## src/rtl/actor_token_fifo.sv

```systemverilog
// Show-ahead token FIFO between a producer output port and a consumer input port.
// Head token is presented combinationally so the consumer can sample and pop in one cycle.
module actor_token_fifo #(
   parameter int DATA_WIDTH  = 16,
   parameter int DEPTH       = 64,
   parameter int ADDR_WIDTH  = 6,
   parameter int COUNT_WIDTH = 16
) (
   input  logic                   CLK,
   input  logic                   RESET,
   input  logic [DATA_WIDTH-1:0]  W_DATA,
   input  logic                   W_SEND,
   input  logic [COUNT_WIDTH-1:0] W_COUNT,
   output logic                   W_RDY,
   output logic                   W_ACK,
   output logic [DATA_WIDTH-1:0]  R_DATA,
   output logic                   R_SEND,
   output logic [COUNT_WIDTH-1:0] R_COUNT,
   input  logic                   R_ACK,
   output logic                   OVERFLOW,
   output logic                   UNDERFLOW
);

   localparam logic [ADDR_WIDTH:0] FULL_CNT = DEPTH[ADDR_WIDTH:0];

   logic [DATA_WIDTH-1:0] mem_q [DEPTH];
   logic [ADDR_WIDTH-1:0] wr_ptr_q, wr_ptr_d;
   logic [ADDR_WIDTH-1:0] rd_ptr_q, rd_ptr_d;
   logic [ADDR_WIDTH:0]   occ_q, occ_d;
   logic                  ovf_q, ovf_d;
   logic                  unf_q, unf_d;
   logic                  full_s, empty_s, wr_en_s, rd_en_s;
   logic                  unused_w_count_s;

   // W_COUNT is not decoded: every accepted send is exactly one token.
   assign unused_w_count_s = ^W_COUNT;

   assign full_s  = (occ_q == FULL_CNT);
   assign empty_s = (occ_q == {(ADDR_WIDTH+1){1'b0}});
   assign wr_en_s = W_SEND & ~full_s;
   assign rd_en_s = R_ACK & ~empty_s;

   assign W_RDY     = ~full_s;
   assign W_ACK     = wr_en_s;
   assign R_SEND    = ~empty_s;
   assign R_DATA    = empty_s ? {DATA_WIDTH{1'b0}} : mem_q[rd_ptr_q];
   assign R_COUNT   = {{(COUNT_WIDTH-ADDR_WIDTH-1){1'b0}}, occ_q};
   assign OVERFLOW  = ovf_q;
   assign UNDERFLOW = unf_q;

   // Next-state for pointers, occupancy and sticky error flags.
   always_comb begin
      wr_ptr_d = wr_ptr_q;
      rd_ptr_d = rd_ptr_q;
      occ_d    = occ_q;
      ovf_d    = ovf_q;
      unf_d    = unf_q;
      if (wr_en_s) begin
         wr_ptr_d = wr_ptr_q + {{(ADDR_WIDTH-1){1'b0}}, 1'b1};
      end else begin
         wr_ptr_d = wr_ptr_q;
      end
      if (rd_en_s) begin
         rd_ptr_d = rd_ptr_q + {{(ADDR_WIDTH-1){1'b0}}, 1'b1};
      end else begin
         rd_ptr_d = rd_ptr_q;
      end
      case ({wr_en_s, rd_en_s})
         2'b10:   occ_d = occ_q + {{ADDR_WIDTH{1'b0}}, 1'b1};
         2'b01:   occ_d = occ_q - {{ADDR_WIDTH{1'b0}}, 1'b1};
         default: occ_d = occ_q;
      endcase
      if (W_SEND & full_s) begin
         ovf_d = 1'b1;
      end else begin
         ovf_d = ovf_q;
      end
      if (R_ACK & empty_s) begin
         unf_d = 1'b1;
      end else begin
         unf_d = unf_q;
      end
   end

   // Control state register; reset discards all stored tokens.
   always_ff @(posedge CLK or posedge RESET) begin
      if (RESET) begin
         wr_ptr_q <= {ADDR_WIDTH{1'b0}};
         rd_ptr_q <= {ADDR_WIDTH{1'b0}};
         occ_q    <= {(ADDR_WIDTH+1){1'b0}};
         ovf_q    <= 1'b0;
         unf_q    <= 1'b0;
      end else begin
         wr_ptr_q <= wr_ptr_d;
         rd_ptr_q <= rd_ptr_d;
         occ_q    <= occ_d;
         ovf_q    <= ovf_d;
         unf_q    <= unf_d;
      end
   end

   // Token storage; contents are don't-care while the slot is not occupied.
   always_ff @(posedge CLK) begin
      if (wr_en_s) begin
         mem_q[wr_ptr_q] <= W_DATA;
      end
   end

endmodule

```

## config.mk

```make
export PLATFORM = sky130hd
export DESIGN_NAME = actor_token_fifo
export DESIGN_NICKNAME = d
export VERILOG_FILES = /design/src/rtl/actor_token_fifo.sv
export SDC_FILE = /design/constraint.sdc
export NUM_CORES = 1
export LEC_CHECK = 0
export CORE_UTILIZATION = 33
export DETAILED_ROUTE_END_ITERATION = 8
export GPL_ROUTABILITY_DRIVEN = 0
export PLACE_DENSITY = 0.52
export SLEW_MARGIN = 20
export SYNTH_ARGS = -nofsm -noshare
export SYNTH_HDL_FRONTEND = slang
export SYNTH_SLANG_ARGS = --single-unit
```

## constraint.sdc

```tcl
create_clock -name CLK -period 4.75 [get_ports CLK]
set_clock_uncertainty 0.05 [all_clocks]
set_input_delay 0.475 -clock CLK [delete_from_list [all_inputs] [get_ports CLK]]
set_output_delay 0.475 -clock CLK [all_outputs]
set_load 0.05 [all_outputs]
```

==> metrics.md, run 1 <==
| Metric | Value |
|---|---|
| FFs w/ async S/R, synth | 2.01% |
| Cell variety after synth | 54 |
| Number of max-cap violations | 0 |
| Syn-to-layout area delta | 16.2% |
| Grt total ovfl | 0 |
| I/O Buffers | 47 |
| Ports | 73 |
| Critical path class | register to output pin |
| Die height | 353 um |
| Post-synth EDFFs | 1024 |
| Final period utilization | 93.8% |
| Drt initial violations | 2016 |
| Largest family of logic cells by synthesized area | multiplexers |
| Total core area | 122000 um2 |
| Crit path required time | 4.22 ns |
| Root buffer cell | clkbuf_16 |
| Compound-Gate Fraction of Synth Area | 3.99% |
| Setup violators final | 0 |
| Vias | 19800 |
| WL/cell | 26.6 um |
| Detail Route Antenna Nets | 0 |
| CTS tree | built |
| Post-synthesis simple-gate area fraction | 1.82% |
| Worst VDD drop | 0.613 mV |
| Residual DRC | 0 |
| Worst relative slew slack | 32.6% |
| #FFs+latches synth | 1045 |
| Final WS setup | 0.296 ns |
| Hold buffers post-CTS | 0 |
| Pre-CTS setup slack | 0.781 ns |
| Least-Margin Pin Slew | 1.01 ns |
| H-tree level count | 3 |
| DRT Pass-1 Iters | 5 |
| Ys flop type | edfxtp_1 |
| Width of the die | 353 um |
| Most common cell after layout, fill and taps aside | edfxtp_1 |
| RSZ-0062 raised after global routing | false |
| Die area | 124000 um2 |
| Setup TNS Final | 0 ns |
| Adder-cell share of the synthesized area | 0.154% |
| Resized Gates After CTS | 0 |
| Final hold vios | 0 |
| Arr. time, crit path | 3.93 ns |
| Most frequent cells in the layout | edfxtp_1, mux4_2, mux2i_1 |
| Mux cell area share after synthesis | 14.8% |
| Worst skew pair latency | 0.69 ns |
| Layout cells sized above 1 | 24.4% |
| Setup Buffers After CTS | 0 |
| Clock transition at path regs | 0.06 ns |
| Vias/cell | 5.15 |
| Layout fillers | 10900 |
| Achievable Freq | 225 MHz |
| CP Capture Type | output pin |
| Global-route wire length before repair | 147000 um |
| Outcome | finished clean |
| WHS | 0.131 ns |
| Hold Crit Class | input pin to asynchronous set/reset pin |
| Vias in the first global route | 20300 |
| Yosys Warn Count | 0 |
| All-layer global routing usage | 16.3% |
| Critical path startpoint category | register |
| Final wirelength | 102000 um |
| Syn_area_per_cell | 20.9 um2 |
| XOR/XNOR Fraction of Synth Area | 0.389% |
| Cell area power density | 606 nW/um2 |
| Fin nets | 2162 |
| Initial antenna violation count | 3 |
| Initial Utilization | 33.3% |
| Synthesized area | 40600 um2 |
| Num CTS Buffers | 109 |
| Largest net degree at the start of global routing | 88 |
| Maximum fanout along the worst path | 28 |
| Seq/Total Area, Yosys | 77.1% |
| Final HPWL DP | 58800 um |
| Leak | 15.2 nW |
| Clock buffer depth | 3 |
| Clk sinks | 1045 |
| Cells after Synth | 1943 |
| Row cnt | 128 |
| Post-layout min period | 4.45 ns |
| Final count of pins violating max slew | 0 |
## sequential cells by signal, indices dropped and copies added (netlist names)
signal,count
rd_ptr_q,6
UNDERFLOW,1
wr_ptr_q,6
mem_q,1024
OVERFLOW,1
occ_q,7
## metal layers
metal	track usage, %	wire length [um]	vias up
li1	-	-	8444
met2	26.6	49300	596
met1	22.8	45100	10600
met5	0	0	-
met3	2.77	5590	140
met4	3.92	2130	0
## path summary, 6_finish.rpt
kind | cells after the start | to | start | slack [ns]
max | 8 | R_DATA[0] | rd_ptr_q[3] | 0.30
min reg2reg | 1 | UNDERFLOW | UNDERFLOW | 0.43
max reg2reg | 11 | occ_q[6] | occ_q[2] | 0.69
min in group CLK | 1 | mem_q[44][9] | W_DATA[9] | 0.31
min | 2 | rd_ptr_q[2] | RESET | 0.13
max in group asynchronous | 2 | rd_ptr_q[0] | RESET | 3.96
## critical path, cell delays in order, from the launching register on
cell      delay (ns)
dfrtp_2         0.80
buf_4           0.34
nor2b_2         0.07
buf_4           0.30
a22o_1          0.34
a211oi_1        0.59
a21oi_1         0.23
a22o_1          0.34
buf_12          0.17
## where the power goes
part | internal, W | switching [W] | total [W]
clock | 0.00470 | 0.00354 | 0.00823
sequential | 0.0105 | 0.000397 | 0.0109
combinational | 0.00383 | 0.00556 | 0.00939
## kinds of logic after synthesis
family / after synthesis
multiplexers: 358
AO/OA/AOI/OAI: 218
adder cells (fa/ha/maj): 5
other: 1
AND/OR/NAND/NOR: 167
flip-flops: 1045
XOR/XNOR: 18
buffers and inverters: 131
## Yosys cell counts, drive strengths merged (2+ instances only)
| library cell | n | share of area, % |
|---|---|---|
| xnor2 | 8 | 0.17 |
| a22oi | 16 | 0.30 |
| mux2i | 162 | 4.0 |
| buf | 87 | 1.4 |
| o22a | 5 | 0.11 |
| nand2 | 21 | 0.19 |
| a211o | 10 | 0.22 |
| or3b | 3 | 0.065 |
| nor3 | 2 | 0.025 |
| o2bb2ai | 13 | 0.28 |
| xor2 | 10 | 0.22 |
| dfrtp | 21 | 1.3 |
| o221ai | 27 | 0.58 |
| o21bai | 2 | 0.037 |
| mux4 | 192 | 11 |
| o2111ai | 5 | 0.11 |
| nand4 | 3 | 0.046 |
| or2 | 2 | 0.031 |
| o21ai | 15 | 0.19 |
| edfxtp | 1024 | 76 |
| nor2b | 9 | 0.14 |
| clkbuf | 39 | 0.36 |
| a211oi | 42 | 0.78 |
| a21oi | 22 | 0.27 |
| and2 | 4 | 0.062 |
| nand3 | 9 | 0.11 |
| mux2 | 4 | 0.11 |
| a22o | 16 | 0.35 |
| inv | 5 | 0.046 |
| ha | 5 | 0.15 |
| and3b | 2 | 0.043 |
| nand3b | 4 | 0.074 |
| nor2 | 104 | 0.97 |
| a2111oi | 5 | 0.11 |
| o22ai | 32 | 0.49 |
## final cells by class
| class | instances | area, um2 | area share [%] |
|---|---|---|---|
| sequential | 1045 | 31300 | 66.4 |
| multi-input combinational | 775 | 8620 | 18.3 |
| clock buffer | 132 | 2880 | 6.10 |
| tap | 1625 | 2030 | 4.32 |
| timing repair buffer | 185 | 1690 | 3.58 |
| clock inverter | 67 | 589 | 1.25 |
| inverter | 5 | 18.8 | 0.0398 |
| antenna | 1 | 2.50 | 0.00531 |
## through the flow
step	area, um2	total power, W	utilization [%]	cells
floorplan	40600	0.0167	-	1951
global placement	43600	0.0206	35.8	3635
detailed placement	43600	0.0207	35.8	3635
CTS	47100	0.0289	38.7	3834
global route	47100	0.0296	38.7	3834
finish	47100	0.0286	38.7	3835
(Power assumes the default switching activity.)
==> run 2, diff against run 1 <==
--- a/config.mk
+++ b/config.mk
@@ -13,3 +13,4 @@
 export SYNTH_ARGS = -nofsm -noshare
 export SYNTH_HDL_FRONTEND = slang
 export SYNTH_SLANG_ARGS = --single-unit
+export TNS_END_PERCENT = 1
==> results of run 2 <==
The final DEF is identical to that of run 1; final timing and power are the same.
